==> src/rtl/vx_dcache_rsp_split.sv <==
// Response buffer for the dcache core-response path: stores full-width responses
// in a small FIFO and replays each one as narrower lane packets to the LSU.
module vx_dcache_rsp_split #(
    parameter int NUM_REQS   = 4,
    parameter int OUT_REQS   = 2,
    parameter int WORD_SIZE  = 4,
    parameter int TAG_WIDTH  = 8,
    parameter int DEPTH      = 2,
    parameter int SKIP_EMPTY = 1,
    localparam int NUM_PKTS   = NUM_REQS / OUT_REQS,
    localparam int WORD_WIDTH = 8 * WORD_SIZE,
    localparam int PID_WIDTH  = (NUM_PKTS > 1) ? $clog2(NUM_PKTS) : 1
) (
    input  logic                           clk,
    input  logic                           reset,
    input  logic                           rsp_in_valid,
    input  logic [NUM_REQS-1:0]            rsp_in_tmask,
    input  logic [NUM_REQS*WORD_WIDTH-1:0] rsp_in_data,
    input  logic [TAG_WIDTH-1:0]           rsp_in_tag,
    output logic                           rsp_in_ready,
    output logic                           rsp_out_valid,
    output logic [OUT_REQS-1:0]            rsp_out_tmask,
    output logic [OUT_REQS*WORD_WIDTH-1:0] rsp_out_data,
    output logic [TAG_WIDTH-1:0]           rsp_out_tag,
    output logic [PID_WIDTH-1:0]           rsp_out_pid,
    output logic                           rsp_out_eop,
    input  logic                           rsp_out_ready
);

    localparam int PTR_W  = $clog2(DEPTH);
    localparam int CNT_W  = PTR_W + 1;
    localparam int IN_DW  = NUM_REQS * WORD_WIDTH;
    localparam int OUT_DW = OUT_REQS * WORD_WIDTH;

    logic [NUM_REQS-1:0]  tmask_mem_r [DEPTH];
    logic [IN_DW-1:0]     data_mem_r  [DEPTH];
    logic [TAG_WIDTH-1:0] tag_mem_r   [DEPTH];

    logic [PTR_W-1:0]     wr_ptr_r;
    logic [PTR_W-1:0]     rd_ptr_r;
    logic [CNT_W-1:0]     count_r;
    logic [PID_WIDTH-1:0] start_r;

    logic                 push_s;
    logic                 pop_s;
    logic                 fire_s;
    logic                 valid_s;
    logic [NUM_REQS-1:0]  head_tmask_s;
    logic [IN_DW-1:0]     head_data_s;
    logic [PID_WIDTH-1:0] pid_s;
    logic                 eop_s;
    logic [OUT_REQS-1:0]  chunk_tmask_s;
    logic [OUT_DW-1:0]    chunk_data_s;

    assign valid_s      = (count_r != CNT_W'(0));
    assign rsp_in_ready = (count_r != CNT_W'(DEPTH));
    assign push_s       = rsp_in_valid && rsp_in_ready;
    assign fire_s       = valid_s && rsp_out_ready;
    assign pop_s        = fire_s && eop_s;
    assign head_tmask_s = tmask_mem_r[rd_ptr_r];
    assign head_data_s  = data_mem_r[rd_ptr_r];

    // Select the packet to present and whether it closes out the head response.
    always_comb begin
        pid_s = '0;
        eop_s = 1'b1;
        if (SKIP_EMPTY != 0) begin
            // Descending scan leaves the lowest live chunk at or above start_r;
            // an all-empty mask falls through to pid 0 with eop so the tag still goes out.
            for (int k = NUM_PKTS - 1; k >= 0; k--) begin
                pid_s = ((k >= int'(start_r)) &&
                         (head_tmask_s[k*OUT_REQS +: OUT_REQS] != '0)) ? PID_WIDTH'(k) : pid_s;
            end
            for (int k = 0; k < NUM_PKTS; k++) begin
                eop_s = eop_s & ~((k > int'(pid_s)) &&
                                  (head_tmask_s[k*OUT_REQS +: OUT_REQS] != '0));
            end
        end else begin
            pid_s = start_r;
            eop_s = (start_r == PID_WIDTH'(NUM_PKTS - 1));
        end
    end

    // Lane mux for the selected chunk.
    always_comb begin
        chunk_tmask_s = '0;
        chunk_data_s  = '0;
        for (int k = 0; k < NUM_PKTS; k++) begin
            chunk_tmask_s = (pid_s == PID_WIDTH'(k)) ? head_tmask_s[k*OUT_REQS +: OUT_REQS] : chunk_tmask_s;
            chunk_data_s  = (pid_s == PID_WIDTH'(k)) ? head_data_s[k*OUT_DW +: OUT_DW] : chunk_data_s;
        end
    end

    assign rsp_out_valid = valid_s;
    assign rsp_out_tmask = valid_s ? chunk_tmask_s : '0;
    assign rsp_out_data  = chunk_data_s;
    assign rsp_out_tag   = tag_mem_r[rd_ptr_r];
    assign rsp_out_pid   = pid_s;
    assign rsp_out_eop   = eop_s;

    // FIFO storage write; contents are only observed while count_r is nonzero.
    always_ff @(posedge clk) begin
        if (push_s) begin
            tmask_mem_r[wr_ptr_r] <= rsp_in_tmask;
            data_mem_r[wr_ptr_r]  <= rsp_in_data;
            tag_mem_r[wr_ptr_r]   <= rsp_in_tag;
        end
    end

    // Pointers, occupancy and the per-response packet start index.
    always_ff @(posedge clk) begin
        if (reset) begin
            wr_ptr_r <= '0;
            rd_ptr_r <= '0;
            count_r  <= '0;
            start_r  <= '0;
        end else begin
            if (push_s) begin
                wr_ptr_r <= wr_ptr_r + PTR_W'(1);
            end
            if (pop_s) begin
                rd_ptr_r <= rd_ptr_r + PTR_W'(1);
            end
            case ({push_s, pop_s})
                2'b10:   count_r <= count_r + CNT_W'(1);
                2'b01:   count_r <= count_r - CNT_W'(1);
                default: count_r <= count_r;
            endcase
            if (pop_s) begin
                start_r <= '0;
            end else if (fire_s) begin
                start_r <= pid_s + PID_WIDTH'(1);
            end else begin
                start_r <= start_r;
            end
        end
    end

endmodule

==> config.mk <==
export PLATFORM = sky130hd
export DESIGN_NAME = vx_dcache_rsp_split
export DESIGN_NICKNAME = d
export VERILOG_FILES = /design/src/rtl/vx_dcache_rsp_split.sv
export SDC_FILE = /design/constraint.sdc
export NUM_CORES = 1
export LEC_CHECK = 0
export ABC_AREA = 1
export BUFFER_PORTS_ARGS = -buffer_cell sky130_fd_sc_hd__buf_2
export CAP_MARGIN = 20
export CORE_UTILIZATION = 55
export DETAILED_ROUTE_END_ITERATION = 10
export GPL_TIMING_DRIVEN = 0
export PLACE_DENSITY = 0.87
export SYNTH_ARGS = -nofsm -noshare
export SYNTH_HDL_FRONTEND = slang
export SYNTH_SLANG_ARGS = --single-unit
==> constraint.sdc <==
create_clock -name clk -period 11.4 [get_ports clk]
set_clock_uncertainty 0.2 [all_clocks]
set_input_delay 1.71 -clock clk [delete_from_list [all_inputs] [get_ports clk]]
set_output_delay 1.71 -clock clk [all_outputs]
set_load 0.02 [all_outputs]
==> results of run 1 <==
==> layout make-up <==
type                            count  area (sq um)
Sequential cell                   286          8528
Fill cell                        1309          6027
Multi-Input combinational cell    456          2359
Timing Repair Buffer              230          1301
Clock buffer                       41         770.7
Tap cell                          265         331.6
Buffer                             38         262.8
Inverter                           19         73.82
Clock inverter                     13         58.81
Antenna cell                        2         5.005
==> worst paths after layout <==
path	start	to	slack, ps	depth (start not counted)
max	flop	rsp_out_data[13]	7140	10
min	rd_ptr_r	rd_ptr_r	320	2
max reg2reg	count_r[0]	data_mem_r[1][59]	8980	7
min reg2reg	rd_ptr_r	rd_ptr_r	320	2
==> stage by stage <==
stage	hold slack (ps)	cells	total power [mW]	instance area, sq um
floorplan	264.5	799	1.734	11210
global placement	278.3	1285	1.948	12650
CTS	322.5	1348	2.780	13690
detailed placement	309.9	1294	1.952	12860
global route	366.9	1349	2.877	13690
finish	321.8	1350	2.758	13690
==> sequential cells by signal (all words and copies together) (netlist names), named ones only <==
register / count
count_r: 2
data_mem_r: 256
rd_ptr_r: 1
start_r: 1
tag_mem_r: 16
tmask_mem_r: 8
wr_ptr_r: 1
==> cell families (layout without fill, tap and decap cells) <==
logic type / count (synthesis) / count (layout) / synth area share, %
adders and majority gates: 1 / 1 / 0.1116
DFF: 286 / 286 / 76.09
other: 0 / 2 / 0
muxes: 64 / 64 / 5.716
buffers and inverters: 57 / 341 / 3.003
and+or+nand+nor: 319 / 319 / 11.00
AOI/OAI and AO/OA: 72 / 72 / 4.086
==> per-layer routing <==
layer	GRT usage (%)	wire [microns]	vias up
met4	6.371	386	4
met2	39.70	12200	223
met3	5.989	1838	33
li1	-	-	3338
met5	0	21	-
met1	25.50	8727	3311
==> critical path, cell delays in order, from the launching register on <==
cell and delay [ps]:
dfxtp_1 310, buf_6 130, inv_4 60, buf_6 170
nand2_4 80, nand2_2 60, nand2_2 70, nand2_4 120
clkbuf_1 410, o21ai_0 200, buf_2 200
==> cells in the mapped netlist <==
master,number,area share (%)
a21oi_1,5,0.22
a21oi_2,1,0.078
and3_1,1,0.056
buf_12,1,0.18
buf_2,10,0.45
buf_4,2,0.13
buf_6,11,1.1
clkbuf_1,13,0.44
clkbuf_2,1,0.045
dfxtp_1,6,1.1
edfxtp_1,280,75
ha_1,1,0.11
inv_1,18,0.60
inv_4,1,0.056
mux2i_1,64,5.7
nand2_1,297,9.9
nand2_2,4,0.22
nand2_4,2,0.20
nand3_1,4,0.18
nor2_1,9,0.30
nor3_1,2,0.089
o21ai_0,34,1.5
o21ai_1,7,0.31
o21ai_2,25,2.0
==> power by group <==
group | internal, mW | total (mW) | switching (mW)
sequential | 1.26 | 1.28 | 0.0231
combinational | 0.215 | 0.643 | 0.428
clock | 0.468 | 0.830 | 0.362
==> results.sh, run 1 <==
export IMPL_min_period_ps=4261
export IMPL_preCtsSetupSlack_ps=7693
export IMPL_path_max_fanout=10
export IMPL_layout_common_cells="nand2_1, edfxtp_1, buf_2, mux2i_1, o21ai_0"
export IMPL_yosysUniqueCellTypes=24
export IMPL_syn_cell_area_sq_mm=0.01121
export IMPL_worst_pin_slew_ps=653.5
export IMPL_relSlewSlack_pct=56.33
export IMPL_syn_nets=944
export IMPL_vias=6909
export IMPL_ys_ff_latch=286
export IMPL_area_delta_synth_final_pct=22.15
export IMPL_route_detailed_drc=0
export IMPL_start_kind="flop"
export IMPL_drt_first_pass_iters=5
export IMPL_place_congestion=0.7668
export IMPL_end_kind="output port"
export IMPL_gr_total_overflow=0
export IMPL_synth_warnings=0
export IMPL_post_cts_resized=0
export IMPL_ctsHoldBuffers=0
export IMPL_grt_pass1_wl_mm=34.37
export IMPL_cp_arrival_ps=2350
export IMPL_fin_nets=1205
export IMPL_max_freq_mhz=234.7
export IMPL_finalCritPeriodShare_pct=37.38
export IMPL_antenna_left=0
export IMPL_cap_violations=0
export IMPL_die_y_microns=144.8
export IMPL_drtIter0Drc=280
export IMPL_postSynthAreaPerCell_sq_um=14.03
export IMPL_die_width_microns=144.8
export IMPL_vdd_drop_max_v=0.0001469
export IMPL_slew_viol_final=0
export IMPL_avgViaCountPerCell=5.118
export IMPL_criticalPathCategory="flop to output port"
export IMPL_die_area_sq_mm=0.02095
export IMPL_tritoncts="yes"
export IMPL_postCtsSetupBuffers=0
export IMPL_clk_pin_slew_ps=60
export IMPL_mostFrequentLayoutCell="nand2_1"
export IMPL_p_per_area_mw_per_mm2=201.4
export IMPL_grt_pass1_vias=6789
export IMPL_hold_viol=0
export IMPL_antenna_found_initial=3
export IMPL_yosysSeqAreaShare_pct=76.09
export IMPL_grtUsageTotal_pct=21.97
export IMPL_hold_class="flop to flop"
export IMPL_outcome="complete, no violations"
export IMPL_cts_sinks=286
export IMPL_fin_ws_ps=7139
export IMPL_cts_buffers=29
export IMPL_start_util_pct=56.84
export IMPL_clk_latency_ps=530
export IMPL_row_count=51
export IMPL_core_area_sq_mm=0.01972
export IMPL_io_buffers=221
export IMPL_worstPathRequired_ps=9490
export IMPL_final_util_pct=69.43
export IMPL_layout_drive_gt1_share_pct=29.92
export IMPL_wl_mm=23.17
export IMPL_postSynthCellCount=799
export IMPL_hpwl_mm=15.59
export IMPL_rsz0062_at_grt="false"
export IMPL_finalSetupViolCount=0
export IMPL_fin_setup_tns_ps=0
export IMPL_cts_max_level=1
export IMPL_routedWlPerCell_microns=17.16
export IMPL_clockBufferDepth=3
export IMPL_power_leakage_nw=5.481
export IMPL_io_pins=222
export IMPL_grt_max_degree=34
export IMPL_root_buffer="clkbuf_16"
Note: power is estimated with default switching activity, not from simulation.
==> run 2, diff against run 1 <==
- ABC_AREA: 1 -> 0
- CORE_UTILIZATION: 55 -> 49
- PLACE_DENSITY: 0.87 -> 0.82
- clock period: 11.4 -> 3.6 ns (I/O delays scaled with it)
==> run 2 against run 1 <==
Global-route usage is 1.3 points lower. Critical path type unchanged. Largest power group unchanged. Sequential cell count stayed put. Critical path depth shrank 2. Synthesized cell count decreased by 31%. Combinational power grew to 4.5 times the previous value. Largest cell class unchanged. First-iteration DRC count increased by 28%.
==> results.sh, run 2 <==
export IMPL_rsz0062_at_grt="false"
export IMPL_postSynthCellCount=551
export IMPL_rrSetupSlack_ps=1370
export IMPL_largest_register="data_mem_r"
export IMPL_layout_drive_gt1_share_pct=32.00
export IMPL_slew_viol_final=0
export IMPL_crit_path_end="rsp_out_data[15]"
export IMPL_die_width_microns=151.8
export IMPL_die_y_microns=151.8
export IMPL_grt_pass1_wl_mm=37.20
export IMPL_syn_cell_area_sq_mm=0.01100
export IMPL_relSlewSlack_pct=44.74
export IMPL_route_detailed_drc=0
export IMPL_fin_setup_tns_ps=0
export IMPL_max_freq_mhz=282.7
export IMPL_grt_pass1_vias=6986
export IMPL_path_max_fanout=10
export IMPL_wl_mm=24.00
export IMPL_p_per_area_mw_per_mm2=689.0
export IMPL_io_buffers=221
export IMPL_grtUsageTotal_pct=20.71
export IMPL_multiInputGateArea_sq_mm=0.002301
export IMPL_yosysSeqAreaShare_pct=77.55
export IMPL_layout_common_cells="edfxtp_1, buf_2, mux2i_1, dlygate4sd3_1, clkbuf_16"
export IMPL_timing_rr_start="count_r[0]"
export IMPL_syn_nets=696
export IMPL_yosys_area_top_type="edfxtp_1"
export IMPL_cts_max_level=1
export IMPL_netlist_top_cells_area="edfxtp_1, mux2i_1, mux2_2, dfxtp_1, buf_8"
export IMPL_path_cells="buf_4, nor3_1, a21oi_1, nor2b_1, buf_6, buf_8, mux2i_1, buf_2"
export IMPL_vias=6353
export IMPL_area_delta_synth_final_pct=36.60
export IMPL_routedWlPerCell_microns=19.11
export IMPL_start_util_pct=50.23
export IMPL_worstPathRequired_ps=2860
export IMPL_post_cts_resized=0
export IMPL_top_regs="data_mem_r (256), tag_mem_r (16), tmask_mem_r (8)"
export IMPL_crit_path_max_incr_delay_ps=430
export IMPL_dpl_cell_area_sq_mm=0.01263
export IMPL_postSynthAreaPerCell_sq_um=19.96
export IMPL_ys_ff_latch=286
export IMPL_finalCritPeriodShare_pct=98.24
export IMPL_place_congestion=0.7317
export IMPL_p_total_mw=10.35
export IMPL_core_area_sq_mm=0.02189
export IMPL_fin_nets=1095
export IMPL_criticalPathCategory="flop to output port"
export IMPL_r2r_cells=6
export IMPL_synthArstFlopShare_pct=0
export IMPL_yosys_top_cells_count="edfxtp_1, mux2i_1, mux2_2"
export IMPL_final_util_pct=68.62
export IMPL_start_kind="flop"
export IMPL_cts_sinks=286
export IMPL_synth_most_common_cell="edfxtp_1"
export IMPL_reg2reg_to="data_mem_r[0][6]"
export IMPL_avgViaCountPerCell=5.058
export IMPL_hpwl_mm=13.92
export IMPL_drt_first_pass_iters=6
export IMPL_end_kind="output port"
export IMPL_clockBufferDepth=3
export IMPL_slowest_stage="nor2b_1"
export IMPL_root_buffer="clkbuf_16"
export IMPL_clk_latency_ps=530
export IMPL_mostFrequentLayoutCell="edfxtp_1"
export IMPL_cap_violations=0
export IMPL_hold_viol=0
export IMPL_gr_total_overflow=0
export IMPL_row_count=54
export IMPL_hold_class="primary input to flop"
export IMPL_finalSetupViolCount=0
export IMPL_yosysUniqueCellTypes=26
export IMPL_io_pins=222
export IMPL_fillCellCount=1418
export IMPL_antenna_found_initial=4
export IMPL_cp_arrival_ps=2800
export IMPL_largest_register_ffs=256
export IMPL_antenna_left=0
export IMPL_synth_warnings=0
export IMPL_cts_buffers=29
export IMPL_clk_pin_slew_ps=60
export IMPL_worst_pin_slew_ps=828.8
export IMPL_synth_top_area_share_pct=76.46
export IMPL_grt_max_degree=65
export IMPL_register_area_sq_mm=0.008528
export IMPL_die_area_sq_mm=0.02305
export IMPL_drtIter0Drc=358
export IMPL_tritoncts="yes"
export IMPL_outcome="complete, no violations"
export IMPL_synth_edf_count=280
export IMPL_fin_area_sq_mm=0.01502
export IMPL_min_period_ps=3537
export IMPL_vdd_drop_max_v=0.0004974
export IMPL_power_leakage_nw=5.429
export IMPL_synth_ff_type="edfxtp_1"
## run 2: final cells by class
| cell class | instances | area share (%) |
|---|---|---|
| diodes | 4 | 0.06663 |
| flip-flops and latches | 286 | 56.77 |
| clock inverters | 22 | 1.658 |
| multi-input cells | 241 | 15.32 |
| clock buffers | 31 | 4.881 |
| plain buffers | 23 | 1.174 |
| well taps | 280 | 2.332 |
| inverters | 1 | 0.02499 |
| repair buffers | 368 | 17.77 |
## run 2: metal layers
layer,track usage (%),vias to the layer above,share of wire (%)
met5,0,-,0
met4,8.381,0,3.3
met3,3.195,56,4.4
met2,37.97,196,53
met1,24.19,3120,39
li1,-,2981,-
## run 2: what timing repair did
item,in CTS,in global routing
buffers inserted,0,0
endpoints found under the hold margin,280,0
hold buffers,140,0
endpoints found under the setup margin,0,0
## run 2: worst min path at each step
stage / from / end / slack [ps] / cells past startpoint
5_1_grt: reset / start_r / 40 / 2
3_5_place_dp: start_r / start_r / 290 / 2
4_1_cts: reset / start_r / 20 / 2
6_report: reset / start_r / 50 / 2
2_1_floorplan: start_r / start_r / 260 / 2
3_3_place_gp: start_r / start_r / 280 / 2
## run 2: report_power, final
part           leakage (nW)  internal, mW  switching, mW
registers              2.67          4.24          0.131
clock network         0.477          1.83           1.24
logic                  2.28          1.15           1.76
## run 2: worst max-delay path: cells and delay by family (launching register included)
kind,cells,cell delay [ps]
buffers and inverters,4,890
and+or+nand+nor,2,500
DFF,1,310
AOI/OAI and AO/OA,1,300
muxes,1,270
## run 2: stage by stage
step | hold WS [ps] | setup WS (ps) | cells
2_1_floorplan | 263.2 | 59.44 | 551
3_3_place_gp | 282.7 | -963.0 | 1052
3_5_place_dp | 286.0 | 680.2 | 1059
4_1_cts | 18.32 | 77.18 | 1252
5_1_grt | 38.23 | 12.98 | 1256
6_report | 54.68 | 63.29 | 1256
## run 2: cells by family (layout without fill, tap and decap cells)
| family | count (synthesis) | count (layout) | synth area share, % |
|---|---|---|---|
| AOI/OAI and AO/OA | 11 | 11 | 0.6372 |
| and+or+nand+nor | 20 | 20 | 0.9331 |
| adders and majority gates | 1 | 1 | 0.1138 |
| xor gates and xnor gates | 3 | 3 | 0.2390 |
| DFF | 286 | 286 | 77.55 |
| buffers and inverters | 24 | 445 | 1.638 |
| other | 0 | 4 | 0 |
| muxes | 206 | 206 | 18.89 |
